**config.mk**
```make
export PLATFORM = sky130hd
export DESIGN_NAME = bin2bcd_seq
export DESIGN_NICKNAME = d
export VERILOG_FILES = /design/src/rtl/bin2bcd_pkg.sv /design/src/rtl/bcd_add_4dig.sv /design/src/rtl/bin2bcd_seq.sv
export SDC_FILE = /design/constraint.sdc
export NUM_CORES = 1
export LEC_CHECK = 0
export CELL_PAD_IN_SITES_DETAIL_PLACEMENT = 1
export CELL_PAD_IN_SITES_GLOBAL_PLACEMENT = 1
export CORE_MARGIN = 2
export CORE_UTILIZATION = 32
export CTS_CLUSTER_DIAMETER = 60
export CTS_CLUSTER_SIZE = 8
export DETAILED_ROUTE_END_ITERATION = 12
export PLACE_DENSITY = 0.76
export SYNTH_ARGS = -nofsm -noshare
export SYNTH_HDL_FRONTEND = slang
export SYNTH_SLANG_ARGS = --single-unit
```
**constraint.sdc**
```tcl
create_clock -name clk -period 9.37 [get_ports clk]
set_clock_uncertainty 0.15 [all_clocks]
set_input_delay 0.937 -clock clk [delete_from_list [all_inputs] [get_ports clk]]
set_output_delay 0.937 -clock clk [all_outputs]
set_load 0.005 [all_outputs]
```
**src/rtl/bin2bcd_pkg.sv**
```systemverilog
// Shared types, BCD weight table and nibble seeding helper for bin2bcd_seq.
package bin2bcd_pkg;

    typedef enum logic [1:0] {
        IDLE = 2'd0,
        ACC  = 2'd1,
        DONE = 2'd2
    } state_t;

    // BCD value of 2**k for the bit positions the accumulator visits.
    localparam logic [15:0] BCD_W [4:9] = '{
        16'h0016, 16'h0032, 16'h0064, 16'h0128, 16'h0256, 16'h0512
    };

    // Low nibble (0..15) to BCD: tens is 0 or 1, ones is v mod 10.
    function automatic logic [15:0] nib2bcd(input logic [3:0] v);
        if (v >= 4'd10) begin
            return {12'h001, 4'(v - 4'd10)};
        end
        return {12'h000, v};
    endfunction

endpackage

```
**src/rtl/bcd_add_4dig.sv**
```systemverilog
// Combinational 4-digit BCD adder: sum = a + b, ripple carry across digits.
module bcd_add_4dig (
    input  logic [15:0] a,
    input  logic [15:0] b,
    output logic [15:0] sum,
    output logic        carry_out
);

    // Per-digit add with decimal correction, carry rippling from ones upward.
    always_comb begin
        logic       c;
        logic [4:0] d;
        c   = 1'b0;
        d   = 5'd0;
        sum = 16'h0000;
        for (int i = 0; i < 4; i++) begin
            d = {1'b0, a[4*i +: 4]} + {1'b0, b[4*i +: 4]} + {4'b0000, c};
            if (d > 5'd9) begin
                d = d - 5'd10;
                c = 1'b1;
            end else begin
                c = 1'b0;
            end
            sum[4*i +: 4] = d[3:0];
        end
        carry_out = c;
    end

endmodule

```
**src/rtl/bin2bcd_seq.sv**
```systemverilog
// Iterative binary -> 4-digit BCD converter, one operand bit per ACC cycle.
// Optional feature macro BIN2BCD_SKIP_ZERO_EN: ACC visits only the set bits
// of the operand above bit 3 (bcd results are identical either way).
module bin2bcd_seq
    import bin2bcd_pkg::*;
#(
    parameter int BIN_W = 10
) (
    input  logic             clk,
    input  logic             rst_n,
    input  logic             in_valid,
    output logic             in_ready,
    input  logic [BIN_W-1:0] din,
    output logic             out_valid,
    input  logic             out_ready,
    output logic [15:0]      bcd,
    output logic             busy
);

    state_t             state_q, state_d;
    logic [BIN_W-1:4]   din_q, din_d;     // low nibble is consumed by the seed
    logic [3:0]         k_q, k_d;
    logic [15:0]        bcd_q, bcd_d;
    logic [15:0]        add_b;
    logic [15:0]        add_sum;
    logic               carry_unused;     // cannot be set for BIN_W <= 10

`ifdef BIN2BCD_SKIP_ZERO_EN
    logic [4:0]         nxt;              // {found, bit index}

    // Lowest set bit of v at or above position 'from'; found flag in bit 4.
    function automatic logic [4:0] next_set(input logic [BIN_W-1:4] v,
                                            input logic [3:0] from);
        logic [4:0] r;
        r = 5'b0;
        for (int i = BIN_W-1; i >= 4; i--) begin
            if (v[i] && (i >= int'(from))) r = {1'b1, 4'(i)};
        end
        return r;
    endfunction
`else
    localparam logic [3:0] K_LAST = 4'(BIN_W-1);
`endif

    // Single shared adder; operand b is the current bit weight or zero.
    bcd_add_4dig u_add (
        .a         (bcd_q),
        .b         (add_b),
        .sum       (add_sum),
        .carry_out (carry_unused)
    );

    // Next-state, operand capture and accumulation.
    always_comb begin
        state_d = state_q;
        din_d   = din_q;
        k_d     = k_q;
        bcd_d   = bcd_q;
        add_b   = 16'h0000;
`ifdef BIN2BCD_SKIP_ZERO_EN
        nxt     = 5'b0;
`endif
        case (state_q)
            IDLE: begin
                if (in_valid) begin
                    din_d = din[BIN_W-1:4];
                    bcd_d = nib2bcd(din[3:0]);
`ifdef BIN2BCD_SKIP_ZERO_EN
                    nxt = next_set(din[BIN_W-1:4], 4'd4);
                    k_d = nxt[3:0];
                    state_d = nxt[4] ? ACC : DONE;
`else
                    k_d     = 4'd4;
                    state_d = ACC;
`endif
                end
            end
            ACC: begin
                if (din_q[k_q]) add_b = BCD_W[k_q];
                bcd_d = add_sum;
`ifdef BIN2BCD_SKIP_ZERO_EN
                nxt = next_set(din_q, 4'(k_q + 4'd1));
                k_d = nxt[3:0];
                if (!nxt[4]) state_d = DONE;
`else
                k_d = 4'(k_q + 4'd1);
                if (k_q == K_LAST) state_d = DONE;
`endif
            end
            DONE: begin
                if (out_ready) state_d = IDLE;
            end
            default: state_d = IDLE;
        endcase
    end

    // State and datapath registers; reset discards any in-flight operand.
    always_ff @(posedge clk or negedge rst_n) begin
        if (!rst_n) begin
            state_q <= IDLE;
            din_q   <= '0;
            k_q     <= 4'd0;
            bcd_q   <= 16'h0000;
        end else begin
            state_q <= state_d;
            din_q   <= din_d;
            k_q     <= k_d;
            bcd_q   <= bcd_d;
        end
    end

    assign in_ready  = (state_q == IDLE);
    assign out_valid = (state_q == DONE);
    assign busy      = (state_q != IDLE);
    assign bcd       = bcd_q;

endmodule

```
=== After elaboration in Yosys (flattened, before gate mapping) ===
Memories as Yosys holds them, arrays and structs flattened.
Index checks and enable logic that the tools add are counted.
W data, S select, Z words.

* Equality and inequality tests: 6
* Add/subtract/negate cells: 13
* Multiplexer cells: 26
* Order comparisons: 7
* Reduce and logical (&&, ||, !) cells: 6
* Bitwise operators: 1

{| class="wikitable"
|+ Operator list
! cell !! number
|-
| $mux W16 || 7
|-
| $pmux W16 S2 || 1
|-
| $add A4 B4 Y5 || 4
|-
| $gt A5 B4 Y1 const B || 4
|-
| $mux W4 || 5
|-
| $sub A4 B4 Y4 const B || 5
|-
| $add A5 B1 Y5 || 3
|-
| $pmux W4 S2 || 1
|-
| $mux W1 || 7
|-
| $mux W2 || 3
|-
| $pmux W2 S3 || 1
|-
| $ge A5 B5 Y1 const B || 1
|-
| $lt A4 B5 Y1 const B || 1
|-
| $not A4 Y5 || 1
|-
| $add A4 B1 Y4 const B || 1
|-
| $bmux W1 S4 || 1
|-
| $eq A4 B4 Y1 const B || 1
|-
| $ge A4 B4 Y1 const B || 1
|-
| $ne A2 B2 Y1 const B || 2
|-
| $reduce_and A2 Y1 || 2
|-
| $reduce_bool A2 Y1 || 2
|-
| $reduce_and A3 Y1 || 1
|-
| $eq A2 B1 Y1 const B || 1
|-
| $eq A2 B2 Y1 const B || 1
|-
| other kinds (2) || 2
|}

* Memories kept: 1
* Memory bits (read-only): 256
* Word-level logic and storage cells: 64
* Output and inout bits: 19
* Register bits: 28
* Input bits: 14

{| class="wikitable"
|+ Memory list
! name !! words !! bits a word !! read ports !! clocked after Yosys merged registers in !! wr ports !! RTL line !! RTL
|-
| (name not given) || 16 || 16 || 1 || 0 || 0 || bin2bcd_seq.sv:79 || <nowiki>if (din_q[k_q]) add_b = BCD_W[k_q];</nowiki>
|}

=== Depth between registers and ports, before layout ===
* Depth in word-level cells: 19
* Gate-level depth with buffers: 35
* Depth with buffers taken out: 32

=== By module ===
Synthesis repeated with hierarchy kept, for this count alone.

* Cells, all modules: 282
* Area, all modules: 2446.1 sq um

{| class="wikitable"
|+ Modules (own cells, without submodules)
! module !! cells an instance !! area each (sq um) !! times used !! sequential area each (sq um)
|-
| bin2bcd_seq || 167 || 1493.9 || 1 || 700.7
|-
| bcd_add_4dig || 115 || 952.2 || 1 || 0.0
|}

=== Least setup slack after synthesis ===
Ideal clock, no wire load.

* Kind: reg-to-reg
* From: register k_q[0]
* To: register bcd_q[13] (netlist: bcd[13])
* Arrival time: 7.745 ns
* Library setup time: 0.146 ns
* Period minus slack after synthesis: 8.041 ns
* Buffers on the path: 3
* Slack: 1.329 ns
* Cell stages (with the launch flop): 36
* Required time: 9.074 ns
* Cells stage by stage: dfrtp_1 -> buf_6 -> mux4_2 -> and3_1 -> o21ai_4 -> a21oi_1 -> ha_1 -> fa_1 -> inv_1 -> ha_1 -> a21boi_2 -> o31ai_1 -> a211o_1 -> fa_1 -> fa_1 -> buf_2 -> nor2_1 -> a32o_1 -> a211oi_2 -> inv_1 -> fa_1 -> inv_1 -> fa_1 -> buf_2 -> o21a_1 -> nor3_1 -> nor3_2 -> and2_1 -> ha_1 -> ha_1 -> xor2_1 -> inv_1 -> ha_1 -> a21oi_1 -> mux2i_1 -> o311ai_0

* Word-level cells in the longest chain between the ends: 19
* Elaborated cells on any way between the ends: 25
* Those cells by class: add/sub: 8; order compare: 4; mux: 11; bitwise: 1; memory: 1

{| class="wikitable"
|+ Ends and longest elaborated chain
! element !! RTL line !! RTL
|-
| start: declaration || bin2bcd_seq.sv:22 || <nowiki>logic [3:0] k_q, k_d;</nowiki>
|-
| start signal: assignment || bin2bcd_seq.sv:107 || <nowiki>k_q <= k_d;</nowiki>
|-
| $not A4 Y5 (implied by the code) || bin2bcd_seq.sv:79 ||
|-
| $mem_v2 Z16 W16 || n/a ||
|-
| $mux W16 (implied by the code) (2 in series) || bin2bcd_seq.sv:79 ||
|-
| $mux W16 (*) || bin2bcd_seq.sv:79 ||
|-
| $mux W16 (*) || bin2bcd_seq.sv:63 || <nowiki>case (state_q)</nowiki>
|-
| $add A4 B4 Y5 || bcd_add_4dig.sv:17 || <nowiki>d = {1'b0, a[4*i +: 4]} + {1'b0, b[4*i +: 4]} + {4'b0000, c};</nowiki>
|-
| $gt A5 B4 Y1 || bcd_add_4dig.sv:18 || <nowiki>if (d > 5'd9) begin</nowiki>
|-
| $mux W1 || bcd_add_4dig.sv:18 ||
|-
| (+2 left out) || n/a ||
|-
| $mux W1 || bcd_add_4dig.sv:18 ||
|-
| $add A5 B1 Y5 || bcd_add_4dig.sv:17 ||
|-
| $gt A5 B4 Y1 || bcd_add_4dig.sv:18 ||
|-
| $mux W1 || bcd_add_4dig.sv:18 ||
|-
| $add A5 B1 Y5 (*) || bcd_add_4dig.sv:17 ||
|-
| $sub A4 B4 Y4 / $gt A5 B4 Y1 (equally long branches) || bcd_add_4dig.sv:19, bcd_add_4dig.sv:18 ||
|-
| $mux W4 (*) || bcd_add_4dig.sv:18 ||
|-
| $pmux W16 S2 (*) || bin2bcd_seq.sv:63 ||
|-
| end signal: assignment || bin2bcd_seq.sv:103 || <nowiki>bcd_q <= 16'h0000;</nowiki>
|-
| end signal: assignment || bin2bcd_seq.sv:108 || <nowiki>bcd_q <= bcd_d;</nowiki>
|-
| end: declaration || bin2bcd_seq.sv:23 || <nowiki>logic [15:0] bcd_q, bcd_d;</nowiki>
|}

Every way passes the cells marked *; elsewhere a longest branch is shown, timed or not. The select of a mux whose other input is x is not followed.
A chain may end at the register's enable or synchronous reset.

=== Worst setup path in the final report ===
Same ends and word-level chain as after synthesis.

==> results.txt <==
status: completed
Synth warnings: 0
leftover overflow at the end of global routing: 0
# hold bufs at CTS: 0
via count normalized by instance count: 5.17
antenna violations before repair: 0
number of enable flip-flop cells after synthesis: 0
path type of the worst min-delay path: reg -> reg
maximum number of pins on one net before global-route repair: 29
core outline area: 7140 um^2
maximum clock frequency: 0.115 GHz
starting density of the core: 0.325
final hold violation count: 0
Root Driver: sky130_fd_sc_hd__clkbuf_8
post-placement cell count: 391
max-capacitance violation count: 0
Max-Slew Margin vs Limit: 0.289
Layout area overhead: 19.2%
switching power of the nets: 0.000425 W
Clk Latency, worst-skew pair: 0.29 ns
relative contribution of combinational cells to total power: 0.672
routed length per placed instance: 15.2 um
H-tree levels: 1
dpl ws: 0.469 ns
largest fanout on the critical path: 11
flops & latches, synth: 28
TritonCTS clock tree: yes
average size of a mapped cell: 8.44 um^2
I/O pin cnt: 33
Die Outline Area: 7950 um^2
kind of start point of the critical path: register
Iteration-0 DRC Markers: 64
final weighted congestion of routability-driven global placement: 0.894
buffers added on ports: 32
Hold Crit Endpoint: din_q[4]
Sequential Power Share: 0.240
share of power burned in the clock network: 0.087
# nets final: 337
fin crit period: 8.73 ns
RR Startpoint: k_q[0]
summed negative setup slack over all endpoints: 0 ns
hpwl dp: 4480 um
register cell area after layout: 702 um^2
Overall Global Routing Usage: 0.164
share of synthesized flip-flops with an asynchronous set or reset: 1.00
biggest cell delay along the critical path: 0.68 ns
area of the mapped netlist: 2320 um^2
Slowest-stage cell, CP: sky130_fd_sc_hd__fa_2
total setup violations reported at the end of the flow: 0
overall die height: 89.1 um
Min-Delay Startpoint: din_q[4]
Clock Pin Slew Worst Setup and Hold Paths: 0.10 ns
Top Layer Used: met4
ant diodes: 0
layout cell share with drive strength beyond 1: 0.0638
final number of max-transition violations: 0
number of different library cells in the post-synthesis netlist: 56
count of standard-cell rows: 31
Cell Count, Final, Fillers Out: 397
Detail Route met2 WL: 3020 um
sinks on the clock net: 28
final worst path period share: 0.932
part of the Yosys area used for sequential elements: 0.302
metal3 WL: 137 um
Slew @ Worst Pin: 1.06 ns
smallest setup slack after layout: 0.636 ns
type of element capturing the critical path: register
Critical Path AT: 8.72 ns
area of combinational cells with multiple inputs: 1470 um^2
reg2reg end: bcd[13]
count of filler cells inserted in the layout: 864
most common flop cell mapped by yosys: sky130_fd_sc_hd__dfrtp_1
fraction of power spent switching nets: 0.464
number of DRC violations after detailed routing: 0
total wirelength of the detailed-routed design: 6020 um
total CTS buffers: 3
Horiz. Die Dim: 89.1 um
path depth of the worst reg2reg path: 32
R2R setup slack: 0.64 ns
number of vias in the routed layout: 2,052
post-synthesis net count: 313
cell-internal power: 0.000491 W
Antenna Violating Nets Remaining: 0
pwr dens: 332 nW/um^2
global-route wire length before repair: 10000 um
required time of the worst setup path: 9.35 ns
Worst Path Class, Setup: reg -> reg
maximum VDD drop: 0.0905 mV
via count of the first global-routing pass: 2,105
post-route met1 wirelength: 2770 um
maximum buffer depth of the clock tree: 2
Hold Crit Depth: 2
1st-pass router iterations: 4
P_leak: 1.19 nW
number of instances in the synthesized netlist: 275
==> layer usage <==
metal / GRT usage / vias up
met2: 0.285 / 27
met1: 0.207 / 1013
met3: 0.0231 / 7
met4: 0.0611 / 0
li1: - / 1005
met5: 0 / -
==> Yosys cell counts (3+ instances only) <==
library cell               number  area [um^2]
sky130_fd_sc_hd__buf_2          6         30.0
sky130_fd_sc_hd__mux2i_1        4         40.0
sky130_fd_sc_hd__nand2_1       41          154
sky130_fd_sc_hd__nor2_1        19         71.3
sky130_fd_sc_hd__clkbuf_1       7         26.3
sky130_fd_sc_hd__o211ai_1       4         30.0
sky130_fd_sc_hd__a211o_1        3         26.3
sky130_fd_sc_hd__a21oi_1       14         70.1
sky130_fd_sc_hd__nor3_1         8         40.0
sky130_fd_sc_hd__and3_1         6         37.5
sky130_fd_sc_hd__nor2b_1        6         37.5
sky130_fd_sc_hd__dfrtp_1       28          701
sky130_fd_sc_hd__ha_1          19          238
sky130_fd_sc_hd__o21ai_0       22          110
sky130_fd_sc_hd__xnor2_1        7         61.3
sky130_fd_sc_hd__fa_1           5          100
sky130_fd_sc_hd__and2_1         5         31.3
sky130_fd_sc_hd__nand3_1        6         30.0
sky130_fd_sc_hd__nor4_1         4         25.0
sky130_fd_sc_hd__inv_1         17         63.8
==> flip-flops by register name, indices dropped and copies added, names as in the netlist <==
signal,count
bcd,16
din_q,6
k_q,4
state_q,2
==> area by class of cell <==
type | count | share of cell area
multi-input cells | 213 | 0.532
flip-flops and latches | 28 | 0.254
clock buffers | 4 | 0.0199
repair buffers | 36 | 0.127
inverters | 17 | 0.0231
well taps | 99 | 0.0448
==> power groups by stage <==
stage	Clock (W)	Sequential, W	Combinational [W]
2_1_floorplan	0	0.000206	0.000434
3_3_place_gp	0	0.000222	0.000560
3_5_place_dp	0	0.000223	0.000590
4_1_cts	0.0000831	0.000221	0.000592
5_1_grt	0.0000886	0.000230	0.000694
6_report	0.0000802	0.000220	0.000616
==> logic make-up after synthesis <==
| logic type | count (synthesis) | share of synthesized area |
|---|---|---|
| simple gates | 108 | 0.228 |
| compound gates | 67 | 0.196 |
| buf+inv | 34 | 0.0653 |
| flops | 28 | 0.302 |
| fa+ha+maj | 24 | 0.146 |
| xor+xnor | 8 | 0.0302 |
| mux | 6 | 0.0334 |
==> per-stage QoR <==
step	hold slack [ns]	util	total power (W)	cell area, um^2
6_report	0.329	0.387	0.000917	2770
2_1_floorplan	0.290	-	0.000640	2320
3_5_place_dp	0.311	0.377	0.000813	2690
5_1_grt	0.352	0.387	0.00101	2770
4_1_cts	0.337	0.385	0.000896	2750
3_3_place_gp	0.316	0.377	0.000783	2690
==> critical path, delay by kind of cell, from the launching register on <==
family | cells | cell delay (ns)
xor gates and xnor gates | 1 | 0.24
muxes | 2 | 0.73
DFF | 1 | 0.49
AOI/OAI and AO/OA | 9 | 1.96
buffers and inverters | 5 | 0.53
and+or+nand+nor | 5 | 0.81
adders and majority gates | 10 | 3.67
==> layout by cell type, fill, tap and decap left out, types with 3 or more instances in the layout <==
cell type	instances
sky130_fd_sc_hd__dfrtp_1	27
sky130_fd_sc_hd__xnor2_1	7
sky130_fd_sc_hd__nor4_1	4
sky130_fd_sc_hd__fa_1	4
sky130_fd_sc_hd__a211o_1	3
sky130_fd_sc_hd__clkdlybuf4s50_1	32
sky130_fd_sc_hd__o211ai_1	4
sky130_fd_sc_hd__inv_1	17
sky130_fd_sc_hd__o21ai_0	22
sky130_fd_sc_hd__nand2_1	41
sky130_fd_sc_hd__nor2_1	19
sky130_fd_sc_hd__and3_1	6
sky130_fd_sc_hd__nor3_1	8
sky130_fd_sc_hd__nand3_1	6
sky130_fd_sc_hd__and2_1	5
sky130_fd_sc_hd__clkbuf_8	4
sky130_fd_sc_hd__ha_1	19
sky130_fd_sc_hd__buf_4	4
sky130_fd_sc_hd__mux2i_1	4
sky130_fd_sc_hd__nor2b_1	6
sky130_fd_sc_hd__a21oi_1	14
==> worst max-delay path by stage <==
| stage | start | to | slack (ns) | cells past startpoint |
|---|---|---|---|---|
| after floorplan | k_q[0] | bcd[13] | 1.33 | 35 |
| after global placement | k_q[0] | bcd[13] | 0.79 | 32 |
| after detailed placement | k_q[0] | bcd[13] | 0.47 | 32 |
| after CTS | k_q[0] | bcd[13] | 0.44 | 32 |
| after global routing | k_q[0] | bcd[13] | -0.003 | 32 |
| final | k_q[0] | bcd[13] | 0.64 | 32 |
==> repair_timing <==
action / 4_1_cts / 5_1_grt
setup buffers: 0 / 2
endpoints found under the setup margin: 0 / 2
resized for setup: 0 / 2
Note: power is estimated with default switching activity, not from simulation.
